### config.mk
export PLATFORM = sky130hd
export DESIGN_NAME = covuniq_stage_flat
export DESIGN_NICKNAME = d
export VERILOG_FILES = /design/src/rtl/covuniq_pkg.sv /design/src/rtl/covuniq_if.sv /design/src/rtl/covuniq_fifo.sv /design/src/rtl/covuniq_stage.sv /design/src/flat_wrapper.sv
export SDC_FILE = /design/constraint.sdc
export NUM_CORES = 1
export LEC_CHECK = 0
export CORE_ASPECT_RATIO = 1.5
export CORE_UTILIZATION = 40
export CTS_CLUSTER_DIAMETER = 150
export DETAILED_ROUTE_END_ITERATION = 8
export PLACE_DENSITY_LB_ADDON = 0.3
export SYNTH_ARGS = -nofsm -noshare
export SYNTH_HDL_FRONTEND = slang
export SYNTH_HIERARCHICAL = 1
export SYNTH_SLANG_ARGS = --single-unit
### constraint.sdc
create_clock -name clk -period 8.15 [get_ports clk]
set_input_delay 1.63 -clock clk [delete_from_list [all_inputs] [get_ports clk]]
set_output_delay 1.63 -clock clk [all_outputs]
set_load 0.02 [all_outputs]
### src/rtl/covuniq_pkg.sv
// covuniq_pkg: shared types and defaults for the covuniq address-routed stage.
//   - DataWDefault / AdrWDefault : default channel widths
//   - chan_t                     : packed {cmd, adr, data} channel beat at default widths
//   - route_e / route_of()       : per-cycle routing decision of an accepted beat
package covuniq_pkg;

  localparam int unsigned DataWDefault = 3;
  localparam int unsigned AdrWDefault  = 2;
  localparam int unsigned ChanWDefault = 1 + AdrWDefault + DataWDefault;

  typedef struct packed {
    logic                    cmd;
    logic [AdrWDefault-1:0]  adr;
    logic [DataWDefault-1:0] data;
  } chan_t;

  typedef enum logic [1:0] {
    RouteNone,
    RouteHit,
    RouteFwd
  } route_e;

  // An accepted beat is a hit when its address matches, otherwise it is forwarded.
  function automatic route_e route_of(input logic accept, input logic adr_match);
    if (!accept) begin
      return RouteNone;
    end
    return adr_match ? RouteHit : RouteFwd;
  endfunction

endpackage

### src/rtl/covuniq_if.sv
// covuniq_if: cmd/adr/data channel with ready back-pressure.
//   master : drives cmd, adr, data; samples ready
//   slave  : samples cmd, adr, data; drives ready
interface covuniq_if #(
  parameter int unsigned ADR_W  = 2,
  parameter int unsigned DATA_W = 3
) ();

  logic              cmd;
  logic [ADR_W-1:0]  adr;
  logic [DATA_W-1:0] data;
  logic              ready;

  modport master (output cmd, output adr, output data, input ready);
  modport slave  (input cmd, input adr, input data, output ready);

endinterface

### src/rtl/covuniq_fifo.sv
// covuniq_fifo: synchronous FIFO with registered storage.
//   clk, rst_n     : clock, asynchronous active-low reset (empties FIFO, zeroes storage)
//   push, wdata    : write request and data (ignored when full)
//   pop            : read request (ignored when empty)
//   rdata          : head entry, straight from storage
//   full, empty    : occupancy flags
module covuniq_fifo #(
  parameter int unsigned DEPTH = 4,
  parameter int unsigned W     = 5
) (
  input  logic         clk,
  input  logic         rst_n,
  input  logic         push,
  input  logic [W-1:0] wdata,
  input  logic         pop,
  output logic [W-1:0] rdata,
  output logic         full,
  output logic         empty
);

  localparam int unsigned AW = $clog2(DEPTH);

  // Pointers carry one extra wrap bit so full and empty are distinguishable.
  logic [AW:0]  wptr_q, rptr_q;
  logic [W-1:0] mem_q [DEPTH];
  logic         do_push, do_pop;

  assign empty   = (wptr_q == rptr_q);
  assign full    = (wptr_q[AW] != rptr_q[AW]) && (wptr_q[AW-1:0] == rptr_q[AW-1:0]);
  assign do_push = push && !full;
  assign do_pop  = pop && !empty;
  assign rdata   = mem_q[rptr_q[AW-1:0]];

  always_ff @(posedge clk or negedge rst_n) begin
    if (!rst_n) begin
      wptr_q <= '0;
      rptr_q <= '0;
      for (int i = 0; i < int'(DEPTH); i++) begin
        mem_q[i] <= '0;
      end
    end else begin
      if (do_push) begin
        mem_q[wptr_q[AW-1:0]] <= wdata;
        wptr_q                <= wptr_q + (AW+1)'(1);
      end
      if (do_pop) begin
        rptr_q <= rptr_q + (AW+1)'(1);
      end
    end
  end

endmodule

### src/rtl/covuniq_stage.sv
// covuniq_stage: address-routed chain stage with per-stage unique-data coverage.
//   clk, rst_n : clock, asynchronous active-low reset
//   s          : upstream channel (slave); beats with adr == MY_ADR are consumed here
//   m          : downstream channel (master); all other beats via a DEPTH-entry FIFO
//   clr        : synchronous clear of hit_cnt, fwd_cnt, uniq_cnt and the seen bitmap
//   hit_cnt    : consumed beats, saturating
//   fwd_cnt    : forwarded beats, saturating
//   uniq_cnt   : distinct data values consumed
//   all_seen   : every data value has been consumed at least once
module covuniq_stage
  import covuniq_pkg::*;
#(
  parameter int unsigned DATA_W = DataWDefault,
  parameter int unsigned ADR_W  = AdrWDefault,
  parameter int unsigned MY_ADR = 1,
  parameter int unsigned DEPTH  = 4,
  parameter int unsigned CNT_W  = 16
) (
  input  logic              clk,
  input  logic              rst_n,
  covuniq_if.slave          s,
  covuniq_if.master         m,
  input  logic              clr,
  output logic [CNT_W-1:0]  hit_cnt,
  output logic [CNT_W-1:0]  fwd_cnt,
  output logic [DATA_W:0]   uniq_cnt,
  output logic              all_seen
);

  localparam int unsigned      NVals  = 1 << DATA_W;
  localparam logic [ADR_W-1:0] MyAdr  = ADR_W'(MY_ADR);
  localparam logic [DATA_W:0]  NValsW = (DATA_W+1)'(NVals);

  logic              full, empty, push, pop;
  route_e            route;
  logic [CNT_W-1:0]  hit_cnt_q, hit_cnt_d, fwd_cnt_q, fwd_cnt_d;
  logic [DATA_W:0]   uniq_cnt_q, uniq_cnt_d;
  logic [NVals-1:0]  seen_q, seen_d;

  // Hits also wait on a full FIFO so every accept shares one ready.
  assign s.ready = !full;
  assign m.cmd   = !empty;
  assign pop     = !empty && m.ready;
  assign route   = route_of(s.cmd && !full, s.adr == MyAdr);
  assign push    = (route == RouteFwd);

  covuniq_fifo #(
    .DEPTH (DEPTH),
    .W     (ADR_W + DATA_W)
  ) u_fifo (
    .clk   (clk),
    .rst_n (rst_n),
    .push  (push),
    .wdata ({s.adr, s.data}),
    .pop   (pop),
    .rdata ({m.adr, m.data}),
    .full  (full),
    .empty (empty)
  );

  always_comb begin
    hit_cnt_d  = hit_cnt_q;
    fwd_cnt_d  = fwd_cnt_q;
    uniq_cnt_d = uniq_cnt_q;
    seen_d     = seen_q;
    if (clr) begin
      // Transfers this cycle still route normally; they just go uncounted.
      hit_cnt_d  = '0;
      fwd_cnt_d  = '0;
      uniq_cnt_d = '0;
      seen_d     = '0;
    end else begin
      if (route == RouteHit) begin
        if (hit_cnt_q != '1) begin
          hit_cnt_d = hit_cnt_q + CNT_W'(1);
        end
        if (!seen_q[s.data]) begin
          seen_d[s.data] = 1'b1;
          uniq_cnt_d     = uniq_cnt_q + (DATA_W+1)'(1);
        end
      end
      if (route == RouteFwd && fwd_cnt_q != '1) begin
        fwd_cnt_d = fwd_cnt_q + CNT_W'(1);
      end
    end
  end

  always_ff @(posedge clk or negedge rst_n) begin
    if (!rst_n) begin
      hit_cnt_q  <= '0;
      fwd_cnt_q  <= '0;
      uniq_cnt_q <= '0;
      seen_q     <= '0;
    end else begin
      hit_cnt_q  <= hit_cnt_d;
      fwd_cnt_q  <= fwd_cnt_d;
      uniq_cnt_q <= uniq_cnt_d;
      seen_q     <= seen_d;
    end
  end

  assign hit_cnt  = hit_cnt_q;
  assign fwd_cnt  = fwd_cnt_q;
  assign uniq_cnt = uniq_cnt_q;
  assign all_seen = (uniq_cnt_q == NValsW);

endmodule

### src/flat_wrapper.sv
// flat-port wrapper written by rule: the top's interface ports become plain ports
module covuniq_stage_flat import covuniq_pkg::*;
#(
  parameter int unsigned DATA_W = DataWDefault,
  parameter int unsigned ADR_W  = AdrWDefault,
  parameter int unsigned MY_ADR = 1,
  parameter int unsigned DEPTH  = 4,
  parameter int unsigned CNT_W  = 16
)
  (clk, rst_n, clr, hit_cnt, fwd_cnt, uniq_cnt, all_seen, s_cmd, s_adr, s_data, s_ready, m_cmd, m_adr, m_data, m_ready);
  covuniq_if #(.ADR_W(ADR_W), .DATA_W(DATA_W)) s_i ();
  covuniq_if #(.ADR_W(ADR_W), .DATA_W(DATA_W)) m_i ();
  input  logic clk;
  input  logic rst_n;
  input  logic clr;
  output logic [CNT_W-1:0] hit_cnt;
  output logic [CNT_W-1:0] fwd_cnt;
  output logic [DATA_W:0] uniq_cnt;
  output logic all_seen;
  input wire logic [$bits(s_i.cmd)-1:0] s_cmd;
  input wire logic [$bits(s_i.adr)-1:0] s_adr;
  input wire logic [$bits(s_i.data)-1:0] s_data;
  output wire logic [$bits(s_i.ready)-1:0] s_ready;
  output wire logic [$bits(m_i.cmd)-1:0] m_cmd;
  output wire logic [$bits(m_i.adr)-1:0] m_adr;
  output wire logic [$bits(m_i.data)-1:0] m_data;
  input wire logic [$bits(m_i.ready)-1:0] m_ready;
  assign s_i.cmd = s_cmd;
  assign s_i.adr = s_adr;
  assign s_i.data = s_data;
  assign s_ready = s_i.ready;
  assign m_cmd = m_i.cmd;
  assign m_adr = m_i.adr;
  assign m_data = m_i.data;
  assign m_i.ready = m_ready;
  covuniq_stage #(.DATA_W(DATA_W), .ADR_W(ADR_W), .MY_ADR(MY_ADR), .DEPTH(DEPTH), .CNT_W(CNT_W)) u_core (.clk(clk), .rst_n(rst_n), .s(s_i), .m(m_i), .clr(clr), .hit_cnt(hit_cnt), .fwd_cnt(fwd_cnt), .uniq_cnt(uniq_cnt), .all_seen(all_seen));
endmodule
==> summary.txt <==
Status
  – Status: finished clean

Job
  – # Max-Cap Violations: 0

Place
  – Port Buffer Count: 53
  – GPL Wtd Cong: about 0.76
  – HPWL Detailed: 5.88 mm
  – Placed Cells: roughly 510

STA
  – RSZ-0062 raised after global routing: no
  – Slew Limit Headroom: approximately two fifths
  – Max Clock Freq: about 250 MHz
  – Clock Skew: 0.00568 ns
  – Final Cycle Share: between 40% and 50%
  – Setup total negative slack: 0 ns
  – Worst-margin pin slew: about 0.90 ns
  – Slew Limit Fails: 0
  – Fin. Hold Viols: 0
  – Setup Viol. Count Final: 0
  – Final min period: approximately 4.0 ns

Pwr
  – Power per cell area: 274 mW/mm²
  – Max VDD drop: ~0.00023 V
  – Clock power share: between 20% and 30%
  – Leakage: between 1.5 and 2 nW
  – P_int: around 0.87 mW
  – Net Switching: ~0.43 mW
  – Comb pwr share: between 30 and 40%
  – Reg power frac: roughly 38%
  – Switching Share: approximately a third

Layout
  – # diodes: 0
  – Layout area overhead: 22.8%
  – Final Non-Filler Cells: 527
  – Layout cells sized above 1: between 10% and 20%
  – Post-layout nets: ~430

Global route
  – Total GRT Usage: approximately a fifth
  – Largest net degree at the start of global routing: just over 70
  – Vias in the first global route: ~3000
  – First-pass GRT wire length: approximately 14 mm
  – Global route total overflow: 0
  – Initial antenna violation count: 0

Synth
  – Biggest area consumer among synthesized cells: dfrtp_1
  – Asr flop ratio synth: 100%
  – Ys flop type: dfrtp_1
  – Post-synth EDFFs: 0
  – Seq/Total Area, Yosys: between 40% and 50%
  – Avg Inst Size Synth: approximately 11 µm²
  – Post-Syn Instances: around 360
  – Synth Register Bits: 70
  – Ys Warns: 6
  – Synth Cell Area: 0.00388 mm²
  – Top cells by area, synth: dfrtp_1, mux2_2, ha_1, mux4_2, a21oi_1
  – Post-Syn Nets: 380
  – Distinct cells, synth: between 50 and 60
  – Share of the synthesized area in the top cell type: between 40% and 50%
  – Leading cell types by count after synthesis: dfrtp_1, mux2_2, a21oi_1, nand2_1
  – Cell with the most instances after synthesis: dfrtp_1

Clock tree
  – CTS tree: built
  – H-tree depth: 3
  – CTS sink count: 70
  – Post_cts resized: 0
  – Number of buffers added for setup after CTS: 0
  – Clock-pin slew on the worst setup and hold paths: about 0.050 ns
  – Cts hold-fix bufs: 0
  – Clock Path Buffers: 2
  – CTS Root Cell: clkbuf_16
  – TritonCTS Buffers: 9
  – Worst-skew pair later-pin latency: 0.33 ns

Floorplan
  – Initial Util: approximately two fifths
  – Die Height: roughly 120 µm
  – IO Pins: 54
  – Die X: slightly above 80 µm
  – FP Rows: 43
  – Total core area: just over 0.009 mm²
  – DIE AREA: between 0.01 and 0.015 mm²

Drt
  – Routed WL: between 8 and 9 mm
  – Vias/cell: around 5.9
  – Iteration-0 DRC Markers: about 160
  – Drt pass-1 iters: 4
  – Post-route ant nets: 0
  – DRC viols: 0
  – DR WL/cell: between 15 and 20 µm
  – Via count: between 3000 and 4000

Setup path
  – Largest stage delay on the critical path: 0.72 ns
  – Critical path startpoint: u_core/u_fifo/rptr_q[0]
  – Startpoint type of the worst setup path: flop
  – Crit-path slowest cell: dfrtp_1
  – Kind of critical path: reg -> out
  – FF-to-FF path depth: 8
  – Required time worst endpoint: about 6.5 ns
  – Reg-to-reg startpoint: u_core/u_fifo/rptr_q[0]
  – Crit Path Max Fanout: 12
  – CP Data Arrival Time: between 2 and 2.5 ns
  – Crit path cell chain: xor2_1, nor3_1, inv_1, clkdlybuf4s50_1
  – CP Capture Type: primary output

Worst hold path
  – Hold WC Path Type: reg -> reg
  – Min-delay src: u_core/seen_q[7]
  – WHS Path Cells: 1
flip-flops by register name (all words and copies together) (netlist names):
register and count:
u_core/fwd_cnt 16, u_core/hit_cnt 16, u_core/seen_q 8, u_core/u_fifo/mem_q 20, u_core/u_fifo/rptr_q 3, u_core/u_fifo/wptr_q 3
u_core/uniq_cnt 4
logic make-up (layout without fill, tap and decap cells):
group | count (synthesis) | count (layout) | synth area share [%]
compound gates | 76 | 76 | 13.6
xor+xnor | 9 | 9 | 2.42
fa+ha+maj | 9 | 9 | 2.90
buf+inv | 33 | 87 | 3.77
flops | 70 | 70 | 45.2
mux | 41 | 41 | 13.3
simple gates | 123 | 123 | 18.8
metal layers:
layer  wire length, µm  up-vias  global-route usage [%]  share of wire, %
li1                  -     1462                       -                 -
met1              3860     1579                    23.4                44
met2              4320       66                    30.5                50
met3               404        9                    4.98               4.6
met4               133        0                    8.66               1.5
met5                 0        -                       0                 0
per-stage QoR:
step	total power, mW	util (%)	instance area (µm²)	worst slack [ns]	hold slack [ns]
after floorplan	0.791	-	3880	4.94	0.459
after global placement	0.927	48.1	4480	4.00	0.468
after global routing	1.38	51.2	4760	3.92	0.508
after detailed placement	0.941	48.1	4480	3.91	0.477
after CTS	1.32	51.2	4760	4.08	0.489
final	1.31	51.2	4760	4.13	0.487
worst max-delay path, delay by kind of cell (launching register included):
family	cells	cell delay, ns
xor+xnor	1	0.24
buf+inv	2	0.62
flops	1	0.72
simple gates	1	0.48
cell usage in the layout, fill, tap and decap left out, drive strengths merged, types with 3 or more instances in the layout:
| cell | netlist | final |
|---|---|---|
| nor2 | 11 | 11 |
| a211oi | 3 | 3 |
| nor3 | 6 | 6 |
| mux2 | 34 | 34 |
| nand3 | 15 | 15 |
| a32o | 8 | 8 |
| xor2 | 5 | 5 |
| a31oi | 7 | 7 |
| or3 | 6 | 6 |
| o31ai | 9 | 9 |
| and2 | 3 | 3 |
| or4 | 10 | 10 |
| clkdlybuf4s50 | 0 | 52 |
| or2 | 4 | 4 |
| o21ai | 11 | 11 |
| inv | 15 | 15 |
| o311ai | 6 | 6 |
| clkbuf | 12 | 13 |
| a21oi | 21 | 21 |
| xnor2 | 4 | 4 |
| ha | 9 | 9 |
| nand4 | 7 | 7 |
| nand2 | 21 | 21 |
| dfrtp | 70 | 70 |
| and4 | 6 | 6 |
| nor4 | 3 | 3 |
| buf | 6 | 4 |
| o41ai | 4 | 4 |
| mux4 | 5 | 5 |
| and3 | 9 | 9 |
| nor2b | 15 | 15 |
path summary, 6_finish.rpt:
| kind | slack (ns) | to |
|---|---|---|
| worst max register to register | 5.15 | u_core/u_fifo/mem_q[7] |
| min in group asynchronous | 1.50 | u_core/fwd_cnt[12] |
| worst min-delay path | 0.49 | u_core/seen_q[7] |
| worst max-delay path | 4.13 | s_ready |
| worst min register to register | 0.49 | u_core/seen_q[7] |
| max in group asynchronous | 6.05 | u_core/u_fifo/rptr_q[0] |
area by class of cell:
cell class,instances,area (µm²)
Fill cell,869,4540
Multi-Input combinational cell,258,1980
Sequential cell,70,1750
Timing Repair Buffer,56,548
Clock buffer,13,270
Tap cell,112,140
Inverter,15,56.3
Clock inverter,3,17.5
power groups by stage:
| stage | logic (mW) | clock network (mW) | registers (mW) |
|---|---|---|---|
| floorplan | 0.324 | 0 | 0.467 |
| global placement | 0.433 | 0 | 0.493 |
| detailed placement | 0.443 | 0 | 0.498 |
| CTS | 0.445 | 0.379 | 0.494 |
| global route | 0.479 | 0.394 | 0.506 |
| finish | 0.443 | 0.370 | 0.493 |
Note: power is estimated with default switching activity, not from simulation.
